[src/rtl/mod_reducer.sv]
// Restoring shift-subtract reduction of a signed 2*width-bit value
// modulo an unsigned width-bit modulus, one product bit per cycle.
module mod_reducer #(
  parameter int width = 16
) (
  input  logic                      clk,
  input  logic                      reset,
  input  logic                      enable,
  input  logic signed [2*width-1:0] x,
  input  logic [width-1:0]          p,
  output logic [width-1:0]          r,
  output logic                      done,
  output logic                      err
);

  localparam int XW = 2 * width;
  localparam int CW = $clog2(XW);

  typedef enum logic [1:0] {
    IDLE,
    ITER,
    FIX,
    DONE
  } state_t;

  state_t          state;
  logic            sign;
  logic [XW-1:0]   mag;
  logic [width-1:0] pm;
  logic [width-1:0] rem;
  logic [CW-1:0]   cnt;

  logic [XW-1:0]   xu;
  logic [XW-1:0]   x_abs;
  logic [width:0]  t;
  logic [width:0]  d;
  logic [width:0]  pw;

  // Most-negative input negates to 2^(XW-1), which fits as unsigned.
  always_comb begin
    xu    = x;
    x_abs = xu[XW-1] ? (~xu + XW'(1)) : xu;
    pw    = {1'b0, pm};
    t     = {rem, mag[cnt]};
    d     = t - pw;
  end

  always_ff @(posedge clk) begin
    if (reset) begin
      state <= IDLE;
      sign  <= 1'b0;
      mag   <= '0;
      pm    <= '0;
      rem   <= '0;
      cnt   <= '0;
      r     <= '0;
      done  <= 1'b0;
      err   <= 1'b0;
    end else begin
      unique case (state)
        IDLE: begin
          done <= 1'b0;
          if (enable) begin
            sign  <= xu[XW-1];
            mag   <= x_abs;
            pm    <= p;
            rem   <= '0;
            cnt   <= CW'(XW - 1);
            state <= ITER;
          end
        end
        ITER: begin
          rem <= (t >= pw) ? d[width-1:0] : t[width-1:0];
          if (cnt == '0) begin
            state <= FIX;
          end else begin
            cnt <= cnt - CW'(1);
          end
        end
        FIX: begin
          if (pm == '0) begin
            r   <= '0;
            err <= 1'b1;
          end else if (sign && rem != '0) begin
            r   <= pm - rem;
            err <= 1'b0;
          end else begin
            r   <= rem;
            err <= 1'b0;
          end
          done  <= 1'b1;
          state <= DONE;
        end
        DONE: begin
          if (!enable) begin
            done  <= 1'b0;
            state <= IDLE;
          end
        end
        default: state <= IDLE;
      endcase
    end
  end

endmodule

[config.mk]
export PLATFORM = sky130hd
export DESIGN_NAME = mod_reducer
export DESIGN_NICKNAME = d
export VERILOG_FILES = /design/src/rtl/mod_reducer.sv
export SDC_FILE = /design/constraint.sdc
export NUM_CORES = 1
export LEC_CHECK = 0
export BUFFER_PORTS_ARGS = -buffer_cell sky130_fd_sc_hd__buf_2
export CAP_MARGIN = 20
export CORE_MARGIN = 2
export CORE_UTILIZATION = 35
export DETAILED_ROUTE_END_ITERATION = 10
export PLACE_DENSITY_LB_ADDON = 0.15
export SYNTH_ARGS = -nofsm -noshare
export SYNTH_HDL_FRONTEND = slang
export SYNTH_SLANG_ARGS = --single-unit
export TNS_END_PERCENT = 30
[constraint.sdc]
create_clock -name clk -period 8.86 [get_ports clk]
set_input_delay 1.772 -clock clk [delete_from_list [all_inputs] [get_ports clk]]
set_output_delay 1.772 -clock clk [all_outputs]
set_load 0.01 [all_outputs]
# Word-level counts from Yosys, hierarchy flattened
# Cells that the tools add are included.
[word_totals]
out_inout_bits = 18
register_bits = 90
in_bits = 51
word_cells = 53
[op_classes]
n_reduce_logical = 12
n_bitwise = 1
magnitude_cmp = 2
n_eq_ne = 7
mux = 18
n_addsub = 4
[ops]
columns = ["cell", "count"]
rows = [
  ["16-bit 2-to-1 mux", 4],
  ["32-bit by 1-bit adder with 32-bit output (second input constant)", 1],
  ["32-bit 2-to-1 mux", 1],
  ["32-bit NOT", 1],
  ["16-bit case mux with 2 select lines", 1],
  ["16-bit subtractor", 2],
  ["17-bit by 16-bit greater-or-equal comparator with 1-bit output", 1],
  ["16-bit logical NOT", 1],
  ["16-bit nonzero test", 1],
  ["5-bit 2-to-1 mux", 2],
  ["5-bit case mux with 2 select lines", 1],
  ["2-bit inequality test (second input constant)", 4],
  ["2-bit case mux with 4 select lines", 1],
  ["5-bit by 6-bit less-than comparator with 1-bit output (second input constant)", 1],
  ["2-bit 2-to-1 mux", 3],
  ["2-bit AND reduction", 3],
  ["3-bit AND reduction", 2],
  ["1-bit binary-select mux with 5-bit select", 1],
  ["5-bit logical NOT", 1],
  ["5-bit by 1-bit subtractor with 5-bit output (second input constant)", 1],
  ["2-bit == test (second input constant)", 2],
  ["1-bit 2-to-1 mux", 3],
  ["1-bit case mux with 3 select lines", 1],
  ["3-bit nonzero test", 1],
  ["other kinds (4)", 4],
]

# Depth between registers and ports, before layout
[depth]
ltp_word = 5
ltp_mapped = 16
ltp_nobuf = 15

# Worst setup path before layout
# Ideal clock, no wire load.
[synth_timing]
kind = "register to register"
start = "reg cnt[0]"
end = "reg rem[9]"
n_path_buf = 2
slack_ns = 4.980
setup_time_ns = 0.116
arrival_time_ns = 3.763
stages_incl_launch_ff = 15
synth_period_minus_slack_ns = 3.880
t_required_ns = 8.744
cell_sequence = "dfxtp_1 -> buf_1 -> mux4_2 -> mux2_2 -> nand3_1 -> nand3_1 -> a211oi_1 -> ha_1 -> nor2b_1 -> o31a_1 -> o41a_1 -> a211oi_1 -> o21ai_1 -> clkbuf_1 -> a31o_2"
[synth_between]
elab_chain_len = 5
elab_cells_between_ends = 6
cone_classes = "add/sub (1); order compare (1); mux (4)"
[synth_lines]
columns = ["element", "line_no", "text"]
rows = [
  ["from (decl)", "31", "logic [CW-1:0] cnt;"],
  ["from (signal assigned)", "68", "cnt <= CW'(XW - 1);"],
  ["from (signal assigned)", "77", "cnt <= cnt - CW'(1);"],
  ["1-bit binary-select mux with 5-bit select *", "44", "t = {rem, mag[cnt]};"],
  ["1-bit 2-to-1 mux (implied by the code) *", "44", ""],
  ["16-bit subtractor / 17-bit by 16-bit greater-or-equal comparator with 1-bit output (equally long branches)", "45, 73", ""],
  ["16-bit 2-to-1 mux *", "73", "rem <= (t >= pw) ? d[width-1:0] : t[width-1:0];"],
  ["16-bit case mux with 2 select lines *", "60", "unique case (state)"],
  ["to (signal assigned)", "73", ""],
  ["to (decl)", "30", "logic [width-1:0] rem;"],
]
# Every way passes the cells marked *; elsewhere a longest branch is shown, timed or not. The select of a mux whose other input is x is not followed.
# A chain may end at the register's enable or synchronous reset.

# Worst setup path after layout
[layout_timing]
start = "reg cnt[0]"
end = "reg rem[14]"
# The elaborated chain is that of the path after synthesis.

==> flow_summary.json <==
{
  "status": "complete, no violations",
  "viasPerCell": 5.401,
  "syn_avg_cell_area_sq_um": 7.937,
  "initial_utilization": 0.3552,
  "ys_ff_latch": 90,
  "p_int_w": 0.001381,
  "postRouteAntennaNets": 0,
  "place_ws_ps": 4535,
  "finalSetupTns_ps": 0,
  "htree_levels": 3,
  "die-height_microns": 135.8,
  "slowest_delay_ps": 600,
  "cts_sinks": 90,
  "die_area_sq_um": 18440,
  "clockBufferDepth": 2,
  "required_ps": 9130,
  "synth_fp_nets": 859,
  "worstPathArrival_ps": 4580,
  "via_count": 5628,
  "finalSetupViolations": 0,
  "overflow": 0,
  "clk_latency_ps": 350,
  "crit_type": "reg -> reg",
  "synth-edff-count": 0,
  "place_hpwl_mm": 13.17,
  "fmaxAchievable_mhz": 231.8,
  "path_max_fanout": 18,
  "grt_max_degree": 70,
  "hp-class": "reg -> reg",
  "min_period_ps": 4314,
  "hold_buffers": 0,
  "p_leak_nw": 2.741,
  "finalClockSkew_ps": 6.162,
  "crit_buf_inv": 1,
  "hold_viol": 0,
  "p_comb_frac": 0.601,
  "tightestPinTransition_ps": 1099,
  "fin_crit_sh": 0.4869,
  "power_density_nw_per_um2": 375.8,
  "start_kind": "register",
  "cts_setup_buffers": 0,
  "peakVddDrop_uv": 182.0,
  "drt_first_pass_iters": 6,
  "fin_ws_ps": 4546,
  "netlist_area_sq_um": 6080,
  "seqPwrFrac": 0.245,
  "seq_area_frac_synth": 0.2964,
  "clock_power_share": 0.154,
  "final_cell_count_no_fill": 1042,
  "cts.repair.resized": 0,
  "route.detailed.drc": 0,
  "slowest_stage": "dfxtp_1",
  "drv_slew": 0,
  "synth_cell_types": 65,
  "track_usage": 0.1924,
  "grt_pass1_vias": 5432,
  "dp_cells": 1029,
  "async_reset_ff_frac": 0,
  "p_switching_w": 0.001218,
  "grt_pass1_wl_mm": 27.90,
  "diodes": 0,
  "pin_count": 69,
  "nets": 908,
  "synthCells": 766,
  "routed_wl_mm": 17.14,
  "endpoint_kind": "register",
  "drive_gt1_frac": 0.1297,
  "core_sq_um": 17120,
  "rsz0062_at_grt": "false",
  "syn_to_final_growth_pct": 13.75,
  "rows": 48,
  "numCtsBuffers": 9,
  "grt_antenna_before_repair": 0,
  "holdWs_ps": 453.4,
  "numPortBuffers": 68,
  "maxCapViolCount": 0,
  "slew_headroom": 0.2606,
  "crit_chain": "mux4_2, mux2_2, nand3_1, nand3_1, a211oi_1, ha_1, nor2b_1, o31a_1, o41a_1, a211oi_1, o21ai_1, buf_4, or3_1, o211ai_1",
  "wl_per_cell_microns": 16.45,
  "drtIter0Drc": 271,
  "cts_root_buffer": "clkbuf_16",
  "cts_tree": "done",
  "die_w_microns": 135.8,
  "yosysWarnings": 0,
  "ys.flop_type": "dfxtp_1",
  "critPathTopFamily": "compound AO/OA/AOI/OAI gates",
  "clk_pin_slew_ps": 60,
  "switching_share": 0.4687,
  "routabilityCongestion": 0.9004
}
-- power by group through the flow --
| stage | sequential [W] | clock, W | combinational [W] |
|---|---|---|---|
| floorplan | 0.000572 | 0 | 0.00123 |
| global placement | 0.000642 | 0 | 0.00153 |
| detailed placement | 0.000644 | 0 | 0.00155 |
| CTS | 0.000635 | 0.000408 | 0.00156 |
| global route | 0.000651 | 0.000423 | 0.00175 |
| finish | 0.000636 | 0.000401 | 0.00156 |
-- synthesized netlist by cell type (all sizes together) (6+ instances only) --
cell type	number	area share
a211oi	33	0.041
a21o	12	0.015
a21oi	57	0.047
a22oi	7	0.0086
clkbuf	32	0.020
dfxtp	90	0.30
ha	40	0.082
inv	48	0.030
mux2i	13	0.021
mux4	6	0.022
nand2	92	0.057
nand3	21	0.018
nor2	75	0.046
nor3	13	0.011
nor4	14	0.017
o21a	6	0.0074
o21ai	36	0.030
o311ai	10	0.014
o31ai	14	0.017
or3	9	0.0093
or4	9	0.012
xnor2	16	0.023
xor2	35	0.050
-- per-stage QoR --
stage	utilization	cell area (sq um)	power (W)
floorplan	-	6080	0.001804
global placement	0.3868	6620	0.002175
detailed placement	0.3868	6620	0.002195
CTS	0.4040	6915	0.002605
global route	0.4040	6915	0.002827
finish	0.4040	6915	0.002599
-- logic make-up after synthesis --
logic type      Yosys count  synth area share
flops                    90            0.2964
xor+xnor                 51           0.07347
compound gates          214            0.2340
fa+ha+maj                42           0.08891
mux                      21           0.04733
simple gates            264            0.2081
buf+inv                  84           0.05186
-- layout by cell type, fill, tap and decap left out, types with 10 or more instances in the layout --
cell | Yosys | final
nand3_1 | 20 | 20
a21oi_1 | 57 | 57
o31ai_1 | 14 | 14
ha_1 | 40 | 40
o21ai_0 | 34 | 34
nor4_1 | 13 | 13
buf_2 | 0 | 68
nand2_1 | 92 | 92
o311ai_0 | 10 | 10
xor2_1 | 35 | 35
a211oi_1 | 33 | 33
nor3_1 | 13 | 13
a21o_1 | 12 | 12
nor2_1 | 75 | 75
xnor2_1 | 16 | 16
mux2i_1 | 13 | 13
inv_1 | 48 | 48
dfxtp_1 | 90 | 90
-- worst paths after layout --
check / startpoint / end / slack, ps / cells past startpoint
worst max-delay path: cnt[0] / rem[14] / 4550 / 14
worst min-delay path: mag[0] / mag[0] / 450 / 2
worst max register to register: cnt[0] / rem[14] / 4550 / 14
worst min register to register: mag[0] / mag[0] / 450 / 2
-- worst register-to-register path: cells and delay by family, from the launching register on --
family / cells / cell delay (ps)
adder cells (fa/ha/maj): 1 / 220
AO/OA/AOI/OAI: 6 / 1730
buffers and inverters: 1 / 320
AND/OR/NAND/NOR: 4 / 540
multiplexers: 2 / 830
flip-flops: 1 / 600
-- per-layer routing --
metal / part of all wire / vias to the layer above / global-route usage
met2: 0.49 / 93 / 0.3412
met1: 0.45 / 2641 / 0.2347
met5: 0 / - / 0
met3: 0.027 / 27 / 0.02694
li1: - / 2867 / -
met4: 0.031 / 0 / 0.07523
-- flip-flops by register name (all words and copies together), names as in the netlist --
name   cells
pm        16
rem       16
err        1
state      2
done       1
sign       1
mag       32
r         16
cnt        5
-- layout make-up --
class,instances,area [sq um]
fillers,1730,10200
well taps,225,281.5
clock buffers,9,225.2
flip-flops and latches,90,1802
multi-input cells,592,3971
inverters,48,180.2
clock inverters,4,70.07
repair buffers,74,385.4
No activity file was read; power rests on OpenSTA's default activity.
